`config.mk`:
```
export PLATFORM = sky130hd
export DESIGN_NAME = fetch_unit_flat
export DESIGN_NICKNAME = d
export VERILOG_FILES = /design/src/rtl/fetch_unit_if.sv /design/src/rtl/fetch_unit.sv /design/src/flat_wrapper.sv
export SDC_FILE = /design/constraint.sdc
export NUM_CORES = 1
export LEC_CHECK = 0
export ABC_AREA = 1
export ABC_CLOCK_PERIOD_IN_PS = 7180
export BUFFER_PORTS_ARGS = -buffer_cell sky130_fd_sc_hd__buf_2
export CORE_MARGIN = 5
export CORE_UTILIZATION = 55
export DETAILED_ROUTE_END_ITERATION = 8
export GPL_TIMING_DRIVEN = 1
export HOLD_SLACK_MARGIN = 0.15
export PLACE_DENSITY = 0.86
export SLEW_MARGIN = 25
export SYNTH_ARGS = -nofsm -noshare
export SYNTH_HDL_FRONTEND = slang
export SYNTH_SLANG_ARGS = --single-unit
```
`constraint.sdc`:
```
create_clock -name clk -period 7.18 [get_ports clk]
set_input_delay 0.359 -clock clk [delete_from_list [all_inputs] [get_ports clk]]
set_output_delay 0.359 -clock clk [all_outputs]
set_load 0.005 [all_outputs]
```
`src/rtl/fetch_unit_if.sv`:
```
// Fetch-stage bus: instruction-memory request/response, execute redirect and decode hand-off.
// The fetch unit takes the master view; memory, execute and decode together take the slave view.
interface fetch_unit_if;
  logic        imem_req_valid;
  logic        imem_req_ready;
  logic [31:0] imem_req_addr;
  logic        imem_resp_valid;
  logic [31:0] imem_resp_data;
  logic        redirect_valid;
  logic [31:0] redirect_pc;
  logic        instr_valid;
  logic        instr_ready;
  logic [31:0] instruction;
  logic [31:0] instr_pc;

  modport master (
    output imem_req_valid, imem_req_addr, instr_valid, instruction, instr_pc,
    input  imem_req_ready, imem_resp_valid, imem_resp_data, redirect_valid, redirect_pc, instr_ready
  );

  modport slave (
    input  imem_req_valid, imem_req_addr, instr_valid, instruction, instr_pc,
    output imem_req_ready, imem_resp_valid, imem_resp_data, redirect_valid, redirect_pc, instr_ready
  );
endinterface

```
`src/rtl/fetch_unit.sv`:
```
// Instruction fetch stage: owns the PC, issues credit-limited memory requests, buffers in-order
// responses tagged with their PC, and flushes/restarts on a redirect from execute.
module fetch_unit #(
  parameter logic [31:0] RESET_PC = 32'h0000_0000,
  parameter int          DEPTH    = 4
) (
  input logic          clk,
  input logic          reset,
  fetch_unit_if.master bus
);
  localparam int PW = $clog2(DEPTH);
  localparam int CW = PW + 1;

  logic [31:0]   fetchPc_q, fetchPc_d;
  logic [31:0]   respPc_q, respPc_d;
  logic [CW-1:0] inflight_q, inflight_d;
  logic [CW-1:0] drop_q, drop_d;
  logic [CW-1:0] count_q, count_d;
  logic [PW-1:0] head_q, head_d;
  logic [PW-1:0] tail_q, tail_d;
  logic [31:0]   bufPc_q   [DEPTH];
  logic [31:0]   bufData_q [DEPTH];

  logic [CW:0]   occupancy;
  logic [31:0]   redirectPc;
  logic          reqValid;
  logic          reqFire;
  logic          instrValid;
  logic          push;
  logic          pop;

  // In-flight plus buffered words never exceed DEPTH, so a push always finds a free slot.
  always_comb begin
    redirectPc = {bus.redirect_pc[31:2], 2'b00};
    occupancy  = {1'b0, inflight_q} + {1'b0, count_q};
    reqValid   = !reset && !bus.redirect_valid && (occupancy < (CW+1)'(DEPTH));
    reqFire    = reqValid && bus.imem_req_ready;
    instrValid = !reset && !bus.redirect_valid && (count_q != '0);
    pop        = instrValid && bus.instr_ready;
    push       = bus.imem_resp_valid && !bus.redirect_valid && (drop_q == '0);
  end

  always_comb begin
    inflight_d = inflight_q + CW'(reqFire) - CW'(bus.imem_resp_valid);
    drop_d     = drop_q;
    fetchPc_d  = fetchPc_q;
    respPc_d   = respPc_q;
    count_d    = count_q;
    head_d     = head_q;
    tail_d     = tail_q;
    if (bus.redirect_valid) begin
      // Words still owed by memory belong to the old path; the one arriving now is already gone.
      drop_d    = inflight_q - CW'(bus.imem_resp_valid);
      fetchPc_d = redirectPc;
      respPc_d  = redirectPc;
      count_d   = '0;
      head_d    = '0;
      tail_d    = '0;
    end else begin
      if (bus.imem_resp_valid && (drop_q != '0)) begin
        drop_d = drop_q - CW'(1);
      end
      if (reqFire) begin
        fetchPc_d = fetchPc_q + 32'd4;
      end
      if (push) begin
        respPc_d = respPc_q + 32'd4;
      end
      count_d = count_q + CW'(push) - CW'(pop);
      head_d  = head_q + PW'(pop);
      tail_d  = tail_q + PW'(push);
    end
  end

  always_ff @(posedge clk) begin
    if (reset) begin
      fetchPc_q  <= RESET_PC;
      respPc_q   <= RESET_PC;
      inflight_q <= '0;
      drop_q     <= '0;
      count_q    <= '0;
      head_q     <= '0;
      tail_q     <= '0;
    end else begin
      fetchPc_q  <= fetchPc_d;
      respPc_q   <= respPc_d;
      inflight_q <= inflight_d;
      drop_q     <= drop_d;
      count_q    <= count_d;
      head_q     <= head_d;
      tail_q     <= tail_d;
    end
  end

  always_ff @(posedge clk) begin
    if (push) begin
      bufPc_q[tail_q]   <= respPc_q;
      bufData_q[tail_q] <= bus.imem_resp_data;
    end
  end

  assign bus.imem_req_valid = reqValid;
  assign bus.imem_req_addr  = fetchPc_q;
  assign bus.instr_valid    = instrValid;
  assign bus.instruction    = bufData_q[head_q];
  assign bus.instr_pc       = bufPc_q[head_q];
endmodule

```
`src/flat_wrapper.sv`:
```
// flat-port wrapper written by rule: the top's interface ports become plain ports
module fetch_unit_flat 
#(
  parameter logic [31:0] RESET_PC = 32'h0000_0000,
  parameter int          DEPTH    = 4
)
  (clk, reset, bus_imem_req_valid, bus_imem_req_addr, bus_instr_valid, bus_instruction, bus_instr_pc, bus_imem_req_ready, bus_imem_resp_valid, bus_imem_resp_data, bus_redirect_valid, bus_redirect_pc, bus_instr_ready);
  fetch_unit_if bus_i ();
  input logic clk;
  input logic reset;
  output wire logic [$bits(bus_i.imem_req_valid)-1:0] bus_imem_req_valid;
  output wire logic [$bits(bus_i.imem_req_addr)-1:0] bus_imem_req_addr;
  output wire logic [$bits(bus_i.instr_valid)-1:0] bus_instr_valid;
  output wire logic [$bits(bus_i.instruction)-1:0] bus_instruction;
  output wire logic [$bits(bus_i.instr_pc)-1:0] bus_instr_pc;
  input wire logic [$bits(bus_i.imem_req_ready)-1:0] bus_imem_req_ready;
  input wire logic [$bits(bus_i.imem_resp_valid)-1:0] bus_imem_resp_valid;
  input wire logic [$bits(bus_i.imem_resp_data)-1:0] bus_imem_resp_data;
  input wire logic [$bits(bus_i.redirect_valid)-1:0] bus_redirect_valid;
  input wire logic [$bits(bus_i.redirect_pc)-1:0] bus_redirect_pc;
  input wire logic [$bits(bus_i.instr_ready)-1:0] bus_instr_ready;
  assign bus_imem_req_valid = bus_i.imem_req_valid;
  assign bus_imem_req_addr = bus_i.imem_req_addr;
  assign bus_instr_valid = bus_i.instr_valid;
  assign bus_instruction = bus_i.instruction;
  assign bus_instr_pc = bus_i.instr_pc;
  assign bus_i.imem_req_ready = bus_imem_req_ready;
  assign bus_i.imem_resp_valid = bus_imem_resp_valid;
  assign bus_i.imem_resp_data = bus_imem_resp_data;
  assign bus_i.redirect_valid = bus_redirect_valid;
  assign bus_i.redirect_pc = bus_redirect_pc;
  assign bus_i.instr_ready = bus_instr_ready;
  fetch_unit #(.RESET_PC(RESET_PC), .DEPTH(DEPTH)) u_core (.clk(clk), .reset(reset), .bus(bus_i));
endmodule
```
==> impl_metrics.tcl, run 1 <==
set metrics [dict create \
    io_pins 168 \
    synth_mux_area_frac 0 \
    hold_class "in -> reg" \
    final.setup.tns_ns 0 \
    synth_cell_types 36 \
    clkTransAtPathRegs_ns 0.06 \
    instances_no_fill 1956 \
    synth_cells 1423 \
    seq_area_frac_synth 0.6322 \
    fmax_ghz 0.3539 \
    hold_slack_ns 0.1710 \
    cts.sinks 321 \
    crit_type "reg -> reg" \
    critical_path_required_ns 7.61 \
    max_cap_viol_count 0 \
    grtUsageMet1 0.3063 \
    ys_ff_latch 321 \
    peakVddDrop_mv 0.1733 \
    io_buffers 161 \
    ys.flop_type "edfxtp_1" \
    final_area_um2 16550 \
    arrival_ns 3.26 \
    cts_buffers 34 \
    setup_viol 0 \
    dp.cells 1860 \
    pre_cts_slack_ns 4.084 \
    power_density_nw_per_um2 245.4 \
    leakage_nw 6.281 \
    met2_usage 0.3931 \
    fin_crit_ns 2.826 \
    initial_utilization 0.5596 \
    setup_ws_ns 4.354 \
    place_congestion 0.9254 \
    skew_ns 0.01841 \
    outcome "finished, final reports clean" \
    synthAdderAreaFrac 0.01527 \
    htree_levels 2 \
    drcViolationCount 0 \
    syn_area_per_cell_um2 9.902 \
    yosysWarnings 0 \
    grt_pass1_wl_mm 53.86 \
    wirelength_mm 33.92 \
    hold_viol_final 0 \
    post_cts_buffers 0 \
    met3_usage 0.03531 \
    worst-path-max-fanout 16 \
    post-route-period-util 0.3936 \
    synth_enable_flop_cells 248 \
    syn2layout_area_growth_pct 17.47 \
    cts_tree "built" \
    grt_pass1_vias 10810 \
    worstSetupStartpointType "flop" \
    endpoint_kind "flop" \
    worstMarginPinSlew_ns 1.062 \
    final_max_slew_viol_count 0 \
    dpl-instance-area_um2 15110 \
    grt_max_degree 123 \
    drtPass1Iterations 5 \
    synth-compound-area-share 0.1131 \
    synthesis.area_um2 14090 \
    relSlewSlack 0.2900 \
    ys_async_sr_fraction 0 \
    busiest_layer "met2" \
    drive_gt1_frac 0.1568 \
    cts-resized-gates 0 \
    fillers 1816 \
    antenna_left 0 \
    antenna_found_initial 0 \
    cts-root-buf "clkbuf_16" \
    synthXorXnorAreaFrac 0.009945 \
    vias 11080 \
    routed_via_density 5.664 \
    wire_per_inst_um 17.34 \
    core_um2 25180 \
    dieArea_um2 28920 \
    placementRows 58 \
    fp.dieH_um 170.1 \
    reg2reg_slack_ns 4.35 \
    dieWidth_um 170.1 \
    layout.nets 1688 \
    drt-initial-drc-count 1047 \
    n_antenna_cell 0 \
    dp_hpwl_mm 20.61 \
    overflow 0 \
    synth_top_family_by_area "simple AND/OR/NAND/NOR gates" \
    synthSimpleGateAreaFrac 0.1763 \
    rsz0062_at_grt "false" \
    clk_path_buf_depth 3 \
    insertion_delay_ns 0.52 \
    track_usage 0.2302 \
]
==> final cells by class <==
cell class | instances | area (µm²) | share of cell area
Sequential cell | 321 | 8914 | 0.5385
Multi-Input combinational cell | 923 | 4469 | 0.2700
Clock buffer | 44 | 919.6 | 0.05556
Timing Repair Buffer | 206 | 1247 | 0.07536
Clock inverter | 16 | 153.9 | 0.009297
Inverter | 116 | 436.7 | 0.02638
Tap cell | 330 | 412.9 | 0.02494
==> flip-flops by register name, indices dropped and copies added, names as in the netlist <==
name and flops:
u_core.head_q 2, u_core.bufData_q 128, u_core.drop_q 3, u_core.count_q 3, u_core.tail_q 2, u_core.bufPc_q 120
u_core.bus.imem_req_addr 30, u_core.respPc_q 30, u_core.inflight_q 3
==> worst paths after layout <==
check | startpoint | depth (start not counted) | to
worst min register to register | u_core.bus.imem_req_addr[2] | 2 | u_core.bus.imem_req_addr[2]
worst max-delay path | u_core.drop_q[0] | 12 | u_core.count_q[2]
worst max register to register | u_core.drop_q[0] | 12 | u_core.count_q[2]
worst min-delay path | bus_redirect_pc[19] | 3 | u_core.respPc_q[19]
==> cell usage in the layout (no fill, tap or decap), drive strengths merged, types with 4 or more instances in the layout <==
cell / count
nand2: 253
nand3b: 4
clkbuf: 44
dfxtp: 73
a21oi: 55
dlygate4sd3: 35
clkinv: 13
o22ai: 66
a31oi: 7
xor2: 8
nand4: 4
inv: 117
nand3: 76
nor2: 238
and2: 5
ha: 14
buf: 171
conb: 4
o21ai: 163
xnor2: 8
nor3: 8
edfxtp: 248
==> critical path, stage by stage, from the launching register on <==
cell and delay, ns:
dfxtp_1 0.31, inv_1 0.07, ha_1 0.18, nand3_2 0.18, inv_1 0.31, nand2_1 0.27
inv_1 0.51, ha_1 0.25, inv_1 0.05, fa_1 0.35, inv_1 0.08, o21ai_0 0.08
a21oi_1 0.12
==> repair_timing <==
| item | in CTS | in global routing |
|---|---|---|
| setup endpoints to repair | 0 | 0 |
| hold buffers | 35 | 0 |
| endpoints found under the hold margin | 131 | 0 |
==> metal layers <==
| layer | routed length (µm) | vias to the layer above |
|---|---|---|
| met1 | 13630 | 5185 |
| met5 | 0 | - |
| met4 | 772 | 0 |
| li1 | - | 5237 |
| met3 | 3124 | 70 |
| met2 | 16390 | 587 |
==> power breakdown <==
| group | total (mW) | switching [mW] | leakage (nW) | internal, mW |
|---|---|---|---|---|
| sequential | 2.11 | 0.0545 | 2.87 | 2.06 |
| combinational | 0.280 | 0.170 | 2.89 | 0.110 |
| clock | 1.67 | 0.684 | 0.526 | 0.983 |
| total | 4.06 | 0.909 | 6.28 | 3.15 |
==> synthesized netlist by cell type, drive strengths merged, types with 3 or more instances <==
library cell  instances  area share
o21bai                3      0.0016
a31oi                 7      0.0031
buf                  22       0.010
nor3                  8      0.0036
xnor2                 8      0.0050
nand3                76       0.028
and2                  5      0.0022
a21oi                55       0.020
xor2                  8      0.0050
inv                 116       0.031
edfxtp              248        0.53
ha                   14       0.012
nand3b                4      0.0021
dfxtp                73        0.10
clkbuf               44       0.012
nand4                 4      0.0018
o21ai               163       0.058
nor2                238       0.068
nand2               253       0.069
o22ai                66       0.029
==> cell families after synthesis <==
group | Yosys count
flops | 321
other cells | 1
xor+xnor | 16
simple gates | 590
fa+ha+maj | 16
compound gates | 297
buf+inv | 182
==> stage by stage <==
step / total power [mW] / utilization
2_1_floorplan: 2.302 / -
3_3_place_gp: 2.398 / 0.5999
3_5_place_dp: 2.411 / 0.5999
4_1_cts: 4.088 / 0.6564
5_1_grt: 4.216 / 0.6574
6_report: 4.062 / 0.6574
Power figures use the tool's default switching activity.
==> inputs of run 2 (changes only) <==
--- a/config.mk
+++ b/config.mk
@@ -5,8 +5,8 @@
 export SDC_FILE = /design/constraint.sdc
 export NUM_CORES = 1
 export LEC_CHECK = 0
-export ABC_AREA = 1
-export ABC_CLOCK_PERIOD_IN_PS = 7180
+export ABC_AREA = 0
+export ABC_CLOCK_PERIOD_IN_PS = 2600
 export BUFFER_PORTS_ARGS = -buffer_cell sky130_fd_sc_hd__buf_2
 export CORE_MARGIN = 5
 export CORE_UTILIZATION = 55
==> constraint.sdc (replaced) <==
create_clock -name clk -period 2.6 [get_ports clk]
set_input_delay 0.13 -clock clk [delete_from_list [all_inputs] [get_ports clk]]
set_output_delay 0.13 -clock clk [all_outputs]
set_load 0.005 [all_outputs]
==> run 2 against run 1 <==
Against the previous run:
- worst setup slack worse by 4.2 ns
- critical endpoint is now u_core.bus.imem_req_addr[13]
- die area down 6.8%
- sequential share of layout area is 1.5 points higher
- first-iteration DRC count is 26% lower
- combinational power grew to 3.2 times the previous value
- total power grew to 2.7 times the previous value
- register-to-register slack lost 4.2 ns
==> impl_metrics.tcl, run 2 <==
set metrics [dict create \
    top_register "u_core.bufData_q" \
    worstMarginPinSlew_ns 0.6202 \
    synthAdderAreaFrac 0.01645 \
    worstPathCellList "ha_1 -> or4b_1 -> buf_4 -> nor4_4 -> nand4_1 -> mux2_1 -> a21oi_1" \
    post-route-period-util 0.9437 \
    cts-root-buf "clkbuf_16" \
    endpoint_kind "flop" \
    yosysWarnings 0 \
    wire_per_inst_um 20.53 \
    layout.nets 1172 \
    clk_path_buf_depth 3 \
    hold_class "in -> reg" \
    drive_gt1_frac 0.2835 \
    peakVddDrop_mv 0.4146 \
    relSlewSlack 0.5850 \
    antenna_found_initial 0 \
    holdBufCountCts 66 \
    io_pins 168 \
    crit_type "reg -> reg" \
    antenna_left 0 \
    worst-path-max-fanout 7 \
    synth_enable_flop_cells 248 \
    clkTransAtPathRegs_ns 0.06 \
    fmax_ghz 0.4076 \
    setup_ws_ns 0.1464 \
    post_cts_buffers 0 \
    syn_area_per_cell_um2 15.61 \
    dieArea_um2 26970 \
    placementRows 56 \
    ys_ff_latch 321 \
    power_density_nw_per_um2 688.3 \
    leakage_nw 5.611 \
    synthXorXnorAreaFrac 0.02611 \
    n_antenna_cell 0 \
    cts.sinks 321 \
    initial_utilization 0.5572 \
    setup_viol 0 \
    drtPass1Iterations 7 \
    outcome "finished, final reports clean" \
    slowest_delay_ns 0.58 \
    synth_cell_types 62 \
    vias 8248 \
    ys_async_sr_fraction 0 \
    grt_max_degree 63 \
    core_um2 23470 \
    synth_top_area_share 0.5694 \
    htree_levels 1 \
    layout_commonest_cell "edfxtp_1" \
    drt-initial-drc-count 780 \
    ys.flop_type "edfxtp_1" \
    crit_slowest_cell "or4b_1" \
    cts-resized-gates 0 \
    overflow 0 \
    largest_reg_flops 128 \
    grt_pass1_wl_mm 45.72 \
    grt_pass1_vias 8255 \
    routed_via_density 5.768 \
    syn2layout_area_growth_pct 23.12 \
    dieWidth_um 164.2 \
    layout_common_cells "edfxtp_1 (248), buf_2 (161), dfxtp_1 (71), dlygate4sd3_1 (66), mux4_2 (62)" \
    cts_buffers 31 \
    power_mw 11.08 \
    arrival_ns 2.93 \
    wirelength_mm 29.36 \
    dp_hpwl_mm 17.18 \
    pre_cts_slack_ns 0.2609 \
    rsz0062_at_grt "false" \
    critical_path_required_ns 3.08 \
    fp.dieH_um 164.2 \
    synthesis.area_um2 13080 \
    synthTopCellsByCount "edfxtp_1 (248), dfxtp_1 (73), mux4_2 (62)" \
    synth-compound-area-share 0.05099 \
    fillers 1493 \
    final.setup.tns_ns 0 \
    worstSetupStartpointType "flop" \
    hold_viol_final 0 \
    synth_area_leaders "edfxtp_1 (57%), dfxtp_1 (11%), mux4_2 (11%)" \
    place_congestion 0.8823 \
    final_max_slew_viol_count 0 \
    cts_tree "built" \
    yosysTopAreaCell "edfxtp_1" \
    synth_cells 838 \
    max_cap_viol_count 0 \
    synthSimpleGateAreaFrac 0.08714 \
    synth_mux_area_frac 0.1158 \
    insertion_delay_ns 0.55 \
    skew_ns 0.009573 \
    track_usage 0.2179 \
    fin_crit_ns 2.454 \
    drcViolationCount 0 \
    synth_top_family_by_area "multiplexers" \
    reg_top3 "u_core.bufData_q: 128 flops, u_core.bufPc_q: 120 flops" \
    io_buffers 161 \
    yosysMostFrequentCell "edfxtp_1" \
    seq_area_frac_synth 0.6811 \
]
==> run 2: changes by cell type after synthesis, moves of 62 or more <==
cell,previous run,this run
nand2_1,246,51
nor2_1,222,59
o21ai_0,161,14
inv_1,115,21
o22ai_1,66,1
mux4_2,0,62
==> run 2: final timing paths <==
| path | slack, ns | depth (start not counted) | startpoint | to |
|---|---|---|---|---|
| setup / recovery | 0.15 | 7 | u_core.count_q[1] | u_core.bus.imem_req_addr[13] |
| hold / removal | 0.31 | 5 | bus_imem_req_ready | u_core.bus.imem_req_addr[3] |
| setup reg to reg | 0.15 | 7 | u_core.count_q[1] | u_core.bus.imem_req_addr[13] |
| hold reg to reg | 0.53 | 2 | u_core.bus.imem_req_addr[23] | u_core.bus.imem_req_addr[23] |
==> run 2: cell type report <==
type / count / area (µm²) / area share
repair buffers: 255 / 1764 / 0.1095
well taps: 319 / 399.1 / 0.02478
inverters: 23 / 86.33 / 0.005361
multi-input cells: 454 / 3945 / 0.2450
clock inverters: 22 / 201.4 / 0.01251
clock buffers: 36 / 794.5 / 0.04934
flip-flops and latches: 321 / 8914 / 0.5535
==> run 2: metal layers <==
metal,GRT usage,share of wire,vias up,routed length [µm]
li1,-,-,3783,-
met1,0.2954,0.39,3966,11590
met2,0.3613,0.48,442,14160
met3,0.05220,0.099,57,2913
met4,0.05147,0.023,0,689
met5,0,0,-,0
==> run 2: report_power, final <==
group	internal, mW	leakage, nW	switching [mW]
Combinational	0.427	2.27	0.456
Clock	2.50	0.479	1.84
Sequential	5.71	2.86	0.160
==> run 2: logic make-up (layout without fill, tap and decap cells) <==
| kind of cell | after synthesis | count (layout) |
|---|---|---|
| AO/OA/AOI/OAI | 99 | 99 |
| other | 1 | 4 |
| flip-flops | 321 | 321 |
| adder cells (fa/ha/maj) | 16 | 16 |
| multiplexers | 73 | 73 |
| XOR/XNOR | 39 | 39 |
| buffers and inverters | 66 | 336 |
| AND/OR/NAND/NOR | 223 | 223 |
==> run 2: metrics by stage <==
stage               cell area [µm²]  hold WS (ns)  utilization  cells
finish                        16100        0.3145       0.6861   1430
global route                  16100        0.3023       0.6861   1430
CTS                           16100        0.2096       0.6861   1430
detailed placement            14450        0.3501       0.6155   1306
global placement              14450        0.3412       0.6155   1306
floorplan                     13140        0.2289            -    841
==> run 2: worst max-delay path: cells and delay by family (launching register included) <==
| kind | cells | cell delay [ns] |
|---|---|---|
| simple gates | 3 | 1.06 |
| mux | 1 | 0.36 |
| flops | 1 | 0.35 |
| fa+ha+maj | 1 | 0.26 |
| buf+inv | 1 | 0.21 |
| compound gates | 1 | 0.14 |
==> inputs of run 3 (changes only) <==
--- a/config.mk
+++ b/config.mk
@@ -13,7 +13,7 @@
 export DETAILED_ROUTE_END_ITERATION = 8
 export GPL_TIMING_DRIVEN = 1
 export HOLD_SLACK_MARGIN = 0.15
-export PLACE_DENSITY = 0.86
+export PLACE_DENSITY = 0.76
 export SLEW_MARGIN = 25
 export SYNTH_ARGS = -nofsm -noshare
 export SYNTH_HDL_FRONTEND = slang
==> run 3 against run 2 <==
Against the previous run:
- total power up 1.2%
- non-clock buffer count grew 1
- final cell count barely moved
- fmax rose by 3.3%
==> impl_metrics.tcl, run 3 (synthesis results as in run 2) <==
set metrics [dict create \
    final_max_slew_viol_count 0 \
    clk_path_buf_depth 3 \
    io_pins 168 \
    dp_hpwl_mm 17.57 \
    post-route-period-util 0.9132 \
    power_density_nw_per_um2 693.7 \
    reg2reg_from "u_core.count_q[1]" \
    layout_commonest_cell "edfxtp_1" \
    power_mw 11.22 \
    drive_gt1_frac 0.2869 \
    cts-root-buf "clkbuf_16" \
    setup_ws_ns 0.2257 \
    overflow 0 \
    cts.sinks 321 \
    track_usage 0.2094 \
    pre_cts_slack_ns 0.1741 \
    layout_common_cells "edfxtp_1 (248), buf_2 (161), dfxtp_1 (71), dlygate4sd3_1 (66), mux4_2 (62)" \
    htree_levels 1 \
    cts_buffers 31 \
    reg_top3 "u_core.bufData_q: 128 flops, u_core.bufPc_q: 120 flops" \
    worst-path-max-fanout 14 \
    endpoint_kind "flop" \
    fp.dieH_um 164.2 \
    antenna_found_initial 0 \
    layout.nets 1173 \
    arrival_ns 2.86 \
    insertion_delay_ns 0.55 \
    outcome "finished, final reports clean" \
    fmax_ghz 0.4212 \
    rr_worst_depth 8 \
    wire_per_inst_um 19.70 \
    initial_utilization 0.5572 \
    skew_ns 0.01351 \
    cts_tree "built" \
    grt_max_degree 63 \
    r2r-end "u_core.bus.imem_req_addr[20]" \
    largest_reg_flops 128 \
    crit_path_end "u_core.bus.imem_req_addr[20]" \
    crit_start "u_core.count_q[1]" \
    setup_viol 0 \
    io_buffers 161 \
    fin_crit_ns 2.374 \
    drtPass1Iterations 5 \
    routed_via_density 5.691 \
    worstSetupStartpointType "flop" \
    relSlewSlack 0.5811 \
    place_congestion 0.9057 \
    n_antenna_cell 0 \
    leakage_nw 5.655 \
    reg2reg_slack_ns 0.23 \
    drcViolationCount 0 \
    grt_pass1_wl_mm 44.32 \
    core_um2 23470 \
    critical_path_required_ns 3.09 \
    placementRows 56 \
    wirelength_mm 28.19 \
    rsz0062_at_grt "false" \
    crit_type "reg -> reg" \
    top_register "u_core.bufData_q" \
    hold_class "in -> reg" \
    antenna_left 0 \
    grt_pass1_vias 8125 \
    final.setup.tns_ns 0 \
    max_cap_viol_count 0 \
    drt-initial-drc-count 668 \
    hold_viol_final 0 \
    syn2layout_area_growth_pct 23.68 \
    clkTransAtPathRegs_ns 0.07 \
    dieArea_um2 26970 \
    vias 8144 \
    dieWidth_um 164.2 \
    worstMarginPinSlew_ns 0.6284 \
    peakVddDrop_mv 0.5649 \
]
run 3: changes by cell type in the layout (fill, tap and decap cells not counted):
cell,change
clkinv_2,+4
clkinvlp_4,-3
buf_12,+2
bufinv_16,+2
a311o_1,-1
a311o_2,+1
buf_4,-1
clkbuf_1,-1
clkinv_1,-1
clkinv_4,+1
inv_6,-1
inv_8,-1
run 3: worst min-delay path by stage:
stage               depth (start not counted)  slack (ns)                      end              startpoint
finish                                      2        0.34   u_core.bufData_q[0][1]   bus_imem_resp_data[1]
global route                                2        0.33   u_core.bufData_q[2][7]   bus_imem_resp_data[7]
CTS                                         2        0.32  u_core.bufData_q[0][31]  bus_imem_resp_data[31]
detailed placement                          1        0.35  u_core.bufData_q[3][28]  bus_imem_resp_data[28]
global placement                            1        0.35   u_core.bufData_q[2][0]   bus_imem_resp_data[0]
floorplan                                   0        0.23   u_core.bufData_q[0][0]   bus_imem_resp_data[0]
run 3: power by group:
| part | switching, mW | internal (mW) | total [mW] |
|---|---|---|---|
| registers | 0.158 | 5.71 | 5.86 |
| logic | 0.437 | 0.419 | 0.856 |
| clock network | 1.82 | 2.68 | 4.50 |
| total | 2.42 | 8.80 | 11.2 |
run 3: through the flow:
step | area, µm² | hold WS (ns) | cells | utilization
6_report | 16180 | 0.3354 | 1431 | 0.6892
5_1_grt | 16180 | 0.3316 | 1431 | 0.6892
4_1_cts | 16180 | 0.3193 | 1431 | 0.6891
3_5_place_dp | 14480 | 0.3484 | 1307 | 0.6169
3_3_place_gp | 14480 | 0.3452 | 1307 | 0.6169
2_1_floorplan | 13140 | 0.2289 | 841 | -
run 3: what timing repair did:
action | in CTS | in global routing
hold buffers | 66 | 0
hold endpoints to repair | 195 | 0
gates resized for setup | 0 | 1
buffers inserted | 0 | 0
endpoints found under the setup margin | 0 | 1
run 3: cell type report:
cell class	count	area, µm²
well taps	319	399.1
multi-input cells	454	3946
clock inverters	23	244.0
flip-flops and latches	321	8914
repair buffers	256	1797
fillers	1561	7296
inverters	23	86.33
clock buffers	35	790.8
run 3: worst max-delay path: stages, from the launching register on:
cell and delay (ns):
dfxtp_1 0.36, ha_1 0.25, or4b_1 0.54, or2_4 0.26, inv_2 0.06, buf_4 0.20, nand4_1 0.15, mux2_1 0.36
a21oi_1 0.14
run 3: layer usage:
layer  vias to the layer above  share of wire  track usage
met1                      3981           0.42       0.3008
met5                         -              0            0
met4                         0          0.018      0.04651
met2                       347           0.48       0.3415
li1                       3770              -            -
met3                        46          0.081      0.03563
